### config.mk
export PLATFORM = sky130hd
export DESIGN_NAME = unary_accum_nch
export DESIGN_NICKNAME = d
export VERILOG_FILES = /design/src/rtl/unary_accum_nch.sv
export SDC_FILE = /design/constraint.sdc
export NUM_CORES = 1
export LEC_CHECK = 0
export CAP_MARGIN = 5
export CORE_MARGIN = 4
export CORE_UTILIZATION = 55
export CTS_BUF_LIST = sky130_fd_sc_hd__clkbuf_16
export CTS_CLUSTER_SIZE = 40
export DETAILED_ROUTE_END_ITERATION = 6
export DONT_BUFFER_PORTS = 1
export PLACE_DENSITY = 0.7
export SYNTH_ARGS = -nofsm -noshare
export SYNTH_HDL_FRONTEND = slang
export SYNTH_SLANG_ARGS = --single-unit
### constraint.sdc
create_clock -name clk -period 2.3 [get_ports clk]
set_clock_uncertainty 0.2 [all_clocks]
set_input_delay 0.23 -clock clk [delete_from_list [all_inputs] [get_ports clk]]
set_output_delay 0.23 -clock clk [all_outputs]
set_load 0.005 [all_outputs]
### src/rtl/unary_accum_nch.sv
// Multi-channel unary pulse accumulator with an overflow flag and a unary
// readout: a request streams the accumulated count out as a run of dout pulses.
module unary_accum_nch #(
    parameter int N   = 2,
    parameter int W   = 8,
    parameter int SAT = 0
) (
    input  logic         clk,
    input  logic         rst_n,
    input  logic         en,
    input  logic         read_or_write,
    input  logic [N-1:0] din,
    output logic         dout,
    output logic         C,
    output logic [W-1:0] count,
    output logic         done
);

    typedef enum logic [1:0] {
        ACC  = 2'd0,
        EMIT = 2'd1,
        HOLD = 2'd2
    } state_t;

    localparam logic [W-1:0] ONE = W'(1);

    state_t       state_reg;
    logic [W-1:0] rem_reg;
    logic [W:0]   pop_count;
    logic [W:0]   sum;

    // One extra bit so the carry out of the accumulator marks an overflow.
    always_comb begin
        pop_count = '0;
        for (int i = 0; i < N; i++) begin
            pop_count = pop_count + {{W{1'b0}}, din[i]};
        end
        sum = {1'b0, count} + pop_count;
    end

    always_ff @(posedge clk or negedge rst_n) begin
        if (!rst_n) begin
            state_reg <= ACC;
            count     <= '0;
            rem_reg   <= '0;
            C         <= 1'b0;
            dout      <= 1'b0;
            done      <= 1'b0;
        end else begin
            done <= 1'b0;
            if (en) begin
                case (state_reg)
                    ACC: begin
                        if (!read_or_write) begin
                            if (sum[W]) begin
                                C     <= 1'b1;
                                count <= (SAT != 0) ? '1 : sum[W-1:0];
                            end else begin
                                count <= sum[W-1:0];
                            end
                        end else begin
                            rem_reg <= count;
                            if (count != '0) begin
                                state_reg <= EMIT;
                                dout      <= 1'b1;
                            end else begin
                                state_reg <= HOLD;
                                done      <= 1'b1;
                            end
                        end
                    end
                    EMIT: begin
                        // The first pulse was raised on the request edge, so
                        // the last remaining unit ends the run here.
                        if (rem_reg > ONE) begin
                            rem_reg <= rem_reg - ONE;
                        end else begin
                            rem_reg   <= '0;
                            dout      <= 1'b0;
                            state_reg <= HOLD;
                            done      <= 1'b1;
                        end
                    end
                    HOLD: begin
                        if (!read_or_write) begin
                            state_reg <= ACC;
                            count     <= '0;
                            C         <= 1'b0;
                        end
                    end
                    default: begin
                        state_reg <= ACC;
                    end
                endcase
            end
        end
    end

endmodule

==> results <==
- The run finished with clean final reports.
- The final net count is 161.
- The horizontal die dimension is 56.1 um.
- The path type of the worst min-delay path is in2reg.
- The worst path needs 2.01 ns of the cycle, external delays included.
- The power after layout is 1.92 mW.
- The violation count after the first detailed-routing iteration is 50.
- In the global route stage, overall resource usage came out at 0.198.
- The initial antenna violation count is 0.
- The net count of the mapped netlist is 155.
- The kind of launch point of the worst setup path is a flop.
- Setup violations remaining at the end of the flow were counted as 0.
- The first-pass iteration count of the detailed router is 4.
- The first global-routing pass estimated 4910 um of wire.
- Summing every instance area after synthesis gives 0.00127 mm2.
- The global-route congestion overflow total is 0.
- The cell type of the slowest stage on the worst timing path is sky130_fd_sc_hd__dfrtp_1.
- Max-cap violations in this run came to 0.
- The number of vias in the routed layout is ~1,100.
- The maximum VDD drop is 0.000793 V.
- The kind of capture point of the worst setup path is a flop.
- Using the TritonRoute via totals, the vias-per-cell ratio works out to ~6.4.
- The number of setup buffers added after CTS is 0.
- The kind of cell adding the most delay to the critical path is adder cells.
- Synthesis inferred 21 register bits.
- The setup total negative slack is 0 ns.
- The synthesized area per cell is 8.78 um2.
- Among the stages of the critical path, the cell type that occurs most often is sky130_fd_sc_hd__inv_1.
- At the worst endpoint, the required time is 2.24 ns.
- The clock insertion delay at the later pin of the skew report is approximately 0.26 ns.
- Dividing the final minimum period by the clock period gives 0.874.
- The count of buffering cells on the critical path with inverters included is 2.
- The classification of the worst setup path is reg2reg.
- Of all nets on the critical path, the largest fanout is 4.
- The effective utilization at floorplan is 0.576.
- The congestion estimate from routability-driven global placement came to 0.856.
- The floorplan row count is 17.
- Setup repair after global routing left no endpoint under its margin.
- The number of input and output port buffers inserted is 0.
- Traced cell by cell, the critical path runs through inv_1, fa_1, inv_1, ha_1, nand3_1, nor3_1, xnor2_1, nor2_1.
- Entering global routing, the biggest net connects 22 pins.
- In the final routed layout, each cell accounts on average for 16.8 um.
- The worst slew slack as a fraction of its limit is 0.360.
- The CTS H-tree depth is 1.
- From bottom edge to top edge, the die measures roughly 56 um.
- The TritonCTS clock tree is yes.
- After synthesis, the netlist uses 40 different library cells.
- The total die area is between 0.003 and 0.004 mm2.
- The routed design has 2990 um of wire.
- The count of nets left with antenna violations once routing finished came out at 0.
- The share of the Yosys chip area taken by registers is 0.413.
- In this run the power density over the cells is 1360 mW/mm2.
- The repair_antennas step left the layout with diodes totalling 0.
- The root buffer cell chosen for the clock tree is sky130_fd_sc_hd__clkbuf_16.
- The most instantiated flip-flop cell in the synthesis netlist is sky130_fd_sc_hd__dfrtp_1.
- The total CTS buffers is 3.
- For the pin with the worst max-slew slack, the measured transition is 0.957 ns.
- Timing would allow up to 497 MHz.
- The async set-or-reset flop fraction in the synthesized netlist is 1.00.
- For this run, the slowest stage of the critical path takes 0.43 ns.
- In this run, synthesis inferred 0 flip-flops with an integrated enable.
- The worst path arrival time is 1.95 ns.
- The fraction of layout cells with a size suffix above 1 is 0.107.
- The max-slew violation count is 0.
- During synthesis, Yosys emitted a total of 0 warnings.
- The HPWL after detailed placement is ~2100 um.
- The number of global-route vias before repair is 1,048.
- The number of endpoints with negative hold slack in the final report is 0.
- The synthesis-to-finish area growth is 11.4%.
- The count of boundary I/O pins is 17.
- The analysis attributes to cell leakage a power of roughly 0.62 nW.
- After technology mapping, the gate count stands at 145.
- No sink is reached through more buffers than the 2 on the longest clock path.
- The clock-pin slew on the worst setup and hold paths is 0.06 ns.
- The core footprint is 0.00221 mm2.
- For this design, the sink count on the clock tree is 21.
- The remaining routing DRC violations is 0.
logic make-up (layout without fill, tap and decap cells):
logic type / count (synthesis) / after routing / share of synthesized area
buf+inv: 22 / 27 / 0.0756
mux: 1 / 1 / 0.00786
compound gates: 40 / 40 / 0.209
fa+ha+maj: 4 / 4 / 0.0452
flops: 21 / 21 / 0.413
simple gates: 55 / 55 / 0.236
xor+xnor: 2 / 2 / 0.0138
final timing paths:
path	to	slack [ns]	cells past startpoint	startpoint
setup / recovery	count[6]	0.29	8	count[0]
hold / removal	count[1]	0.009	2	read_or_write
setup reg to reg	count[6]	0.29	8	count[0]
hold reg to reg	C	0.34	2	C
max in group asynchronous	count[0]	0.94	1	rst_n
min in group asynchronous	dout	0.37	1	rst_n
placed cells by master, fill, tap and decap left out, types with 2 or more instances in the layout:
| cell | Yosys | routed |
|---|---|---|
| sky130_fd_sc_hd__a21oi_1 | 7 | 7 |
| sky130_fd_sc_hd__a31oi_1 | 5 | 5 |
| sky130_fd_sc_hd__a32oi_1 | 4 | 4 |
| sky130_fd_sc_hd__buf_4 | 1 | 6 |
| sky130_fd_sc_hd__clkbuf_16 | 0 | 3 |
| sky130_fd_sc_hd__dfrtp_1 | 21 | 21 |
| sky130_fd_sc_hd__dlygate4sd3_1 | 0 | 3 |
| sky130_fd_sc_hd__ha_1 | 3 | 3 |
| sky130_fd_sc_hd__inv_1 | 14 | 15 |
| sky130_fd_sc_hd__nand2_1 | 14 | 14 |
| sky130_fd_sc_hd__nand2b_1 | 2 | 2 |
| sky130_fd_sc_hd__nand3_1 | 3 | 3 |
| sky130_fd_sc_hd__nand3b_1 | 2 | 2 |
| sky130_fd_sc_hd__nand4_1 | 5 | 5 |
| sky130_fd_sc_hd__nor2_1 | 12 | 12 |
| sky130_fd_sc_hd__nor3_1 | 5 | 5 |
| sky130_fd_sc_hd__nor4_1 | 2 | 2 |
| sky130_fd_sc_hd__o21ai_0 | 10 | 10 |
| sky130_fd_sc_hd__o221ai_1 | 2 | 2 |
| sky130_fd_sc_hd__o22ai_1 | 4 | 4 |
| sky130_fd_sc_hd__or2_2 | 2 | 2 |
| sky130_fd_sc_hd__or3_1 | 2 | 2 |
| sky130_fd_sc_hd__xnor2_1 | 2 | 2 |
per-stage QoR:
| stage | utilization | area, um2 | hold WS [ns] | setup WS, ns | std cells |
|---|---|---|---|---|---|
| final | 0.641 | 1420 | 0.00901 | 0.289 | 178 |
| after global routing | 0.641 | 1420 | 0.0231 | 0.105 | 178 |
| after CTS | 0.641 | 1420 | 0.00271 | 0.274 | 178 |
| after detailed placement | 0.592 | 1310 | -0.265 | 0.291 | 171 |
| after global placement | 0.592 | 1310 | -0.265 | 0.325 | 171 |
| after floorplan | - | 1270 | -0.266 | 0.398 | 145 |
report_power, final:
part	leakage, nW	internal [mW]	switching, mW	total, mW
Combinational	0.303	0.364	0.541	0.906
Clock	0.0423	0.232	0.135	0.367
Sequential	0.277	0.494	0.158	0.652
Total	0.622	1.09	0.835	1.92
synthesized netlist by cell type, types with 2 or more instances:
cell	number	area share
sky130_fd_sc_hd__or3_1	2	0.0098
sky130_fd_sc_hd__nor3_1	5	0.020
sky130_fd_sc_hd__nor2_1	12	0.035
sky130_fd_sc_hd__a32oi_1	4	0.028
sky130_fd_sc_hd__nand2_1	14	0.041
sky130_fd_sc_hd__a31oi_1	5	0.025
sky130_fd_sc_hd__o21ai_0	10	0.039
sky130_fd_sc_hd__or2_2	2	0.0098
sky130_fd_sc_hd__dfrtp_1	21	0.41
sky130_fd_sc_hd__o221ai_1	2	0.014
sky130_fd_sc_hd__xnor2_1	2	0.014
sky130_fd_sc_hd__nor4_1	2	0.0098
sky130_fd_sc_hd__clkbuf_1	4	0.012
sky130_fd_sc_hd__nand3_1	3	0.012
sky130_fd_sc_hd__ha_1	3	0.029
sky130_fd_sc_hd__a21oi_1	7	0.028
sky130_fd_sc_hd__inv_1	14	0.041
sky130_fd_sc_hd__nand3b_1	2	0.012
sky130_fd_sc_hd__nand4_1	5	0.025
sky130_fd_sc_hd__nand2b_1	2	0.0098
sky130_fd_sc_hd__o22ai_1	4	0.020
sky130_fd_sc_hd__buf_2	2	0.0079
layout make-up:
type,count,area (um2)
Multi-Input combinational cell,102,652
Timing Repair Buffer,9,75.1
Fill cell,192,793
Sequential cell,21,526
Inverter,14,52.6
Clock inverter,1,3.75
Clock buffer,3,75.1
Tap cell,28,35.0
worst reg2reg max path, cell delays in order, from the launching register on:
cell	delay, ns
sky130_fd_sc_hd__dfrtp_1	0.43
sky130_fd_sc_hd__inv_1	0.09
sky130_fd_sc_hd__fa_1	0.38
sky130_fd_sc_hd__inv_1	0.07
sky130_fd_sc_hd__ha_1	0.18
sky130_fd_sc_hd__nand3_1	0.13
sky130_fd_sc_hd__nor3_1	0.24
sky130_fd_sc_hd__xnor2_1	0.14
sky130_fd_sc_hd__nor2_1	0.05
what timing repair did:
item,4_1_cts,5_1_grt
hold buffers,3,0
gates resized for setup,0,0
hold endpoints to repair,23,0
routing by layer:
| layer | share of wire | GRT usage | vias up |
|---|---|---|---|
| li1 | - | - | 533 |
| met1 | 0.43 | 0.262 | 557 |
| met2 | 0.49 | 0.322 | 38 |
| met3 | 0.065 | 0.0418 | 9 |
| met4 | 0.018 | 0.0644 | 0 |
| met5 | 0 | 0 | - |
(Power assumes the default switching activity.)
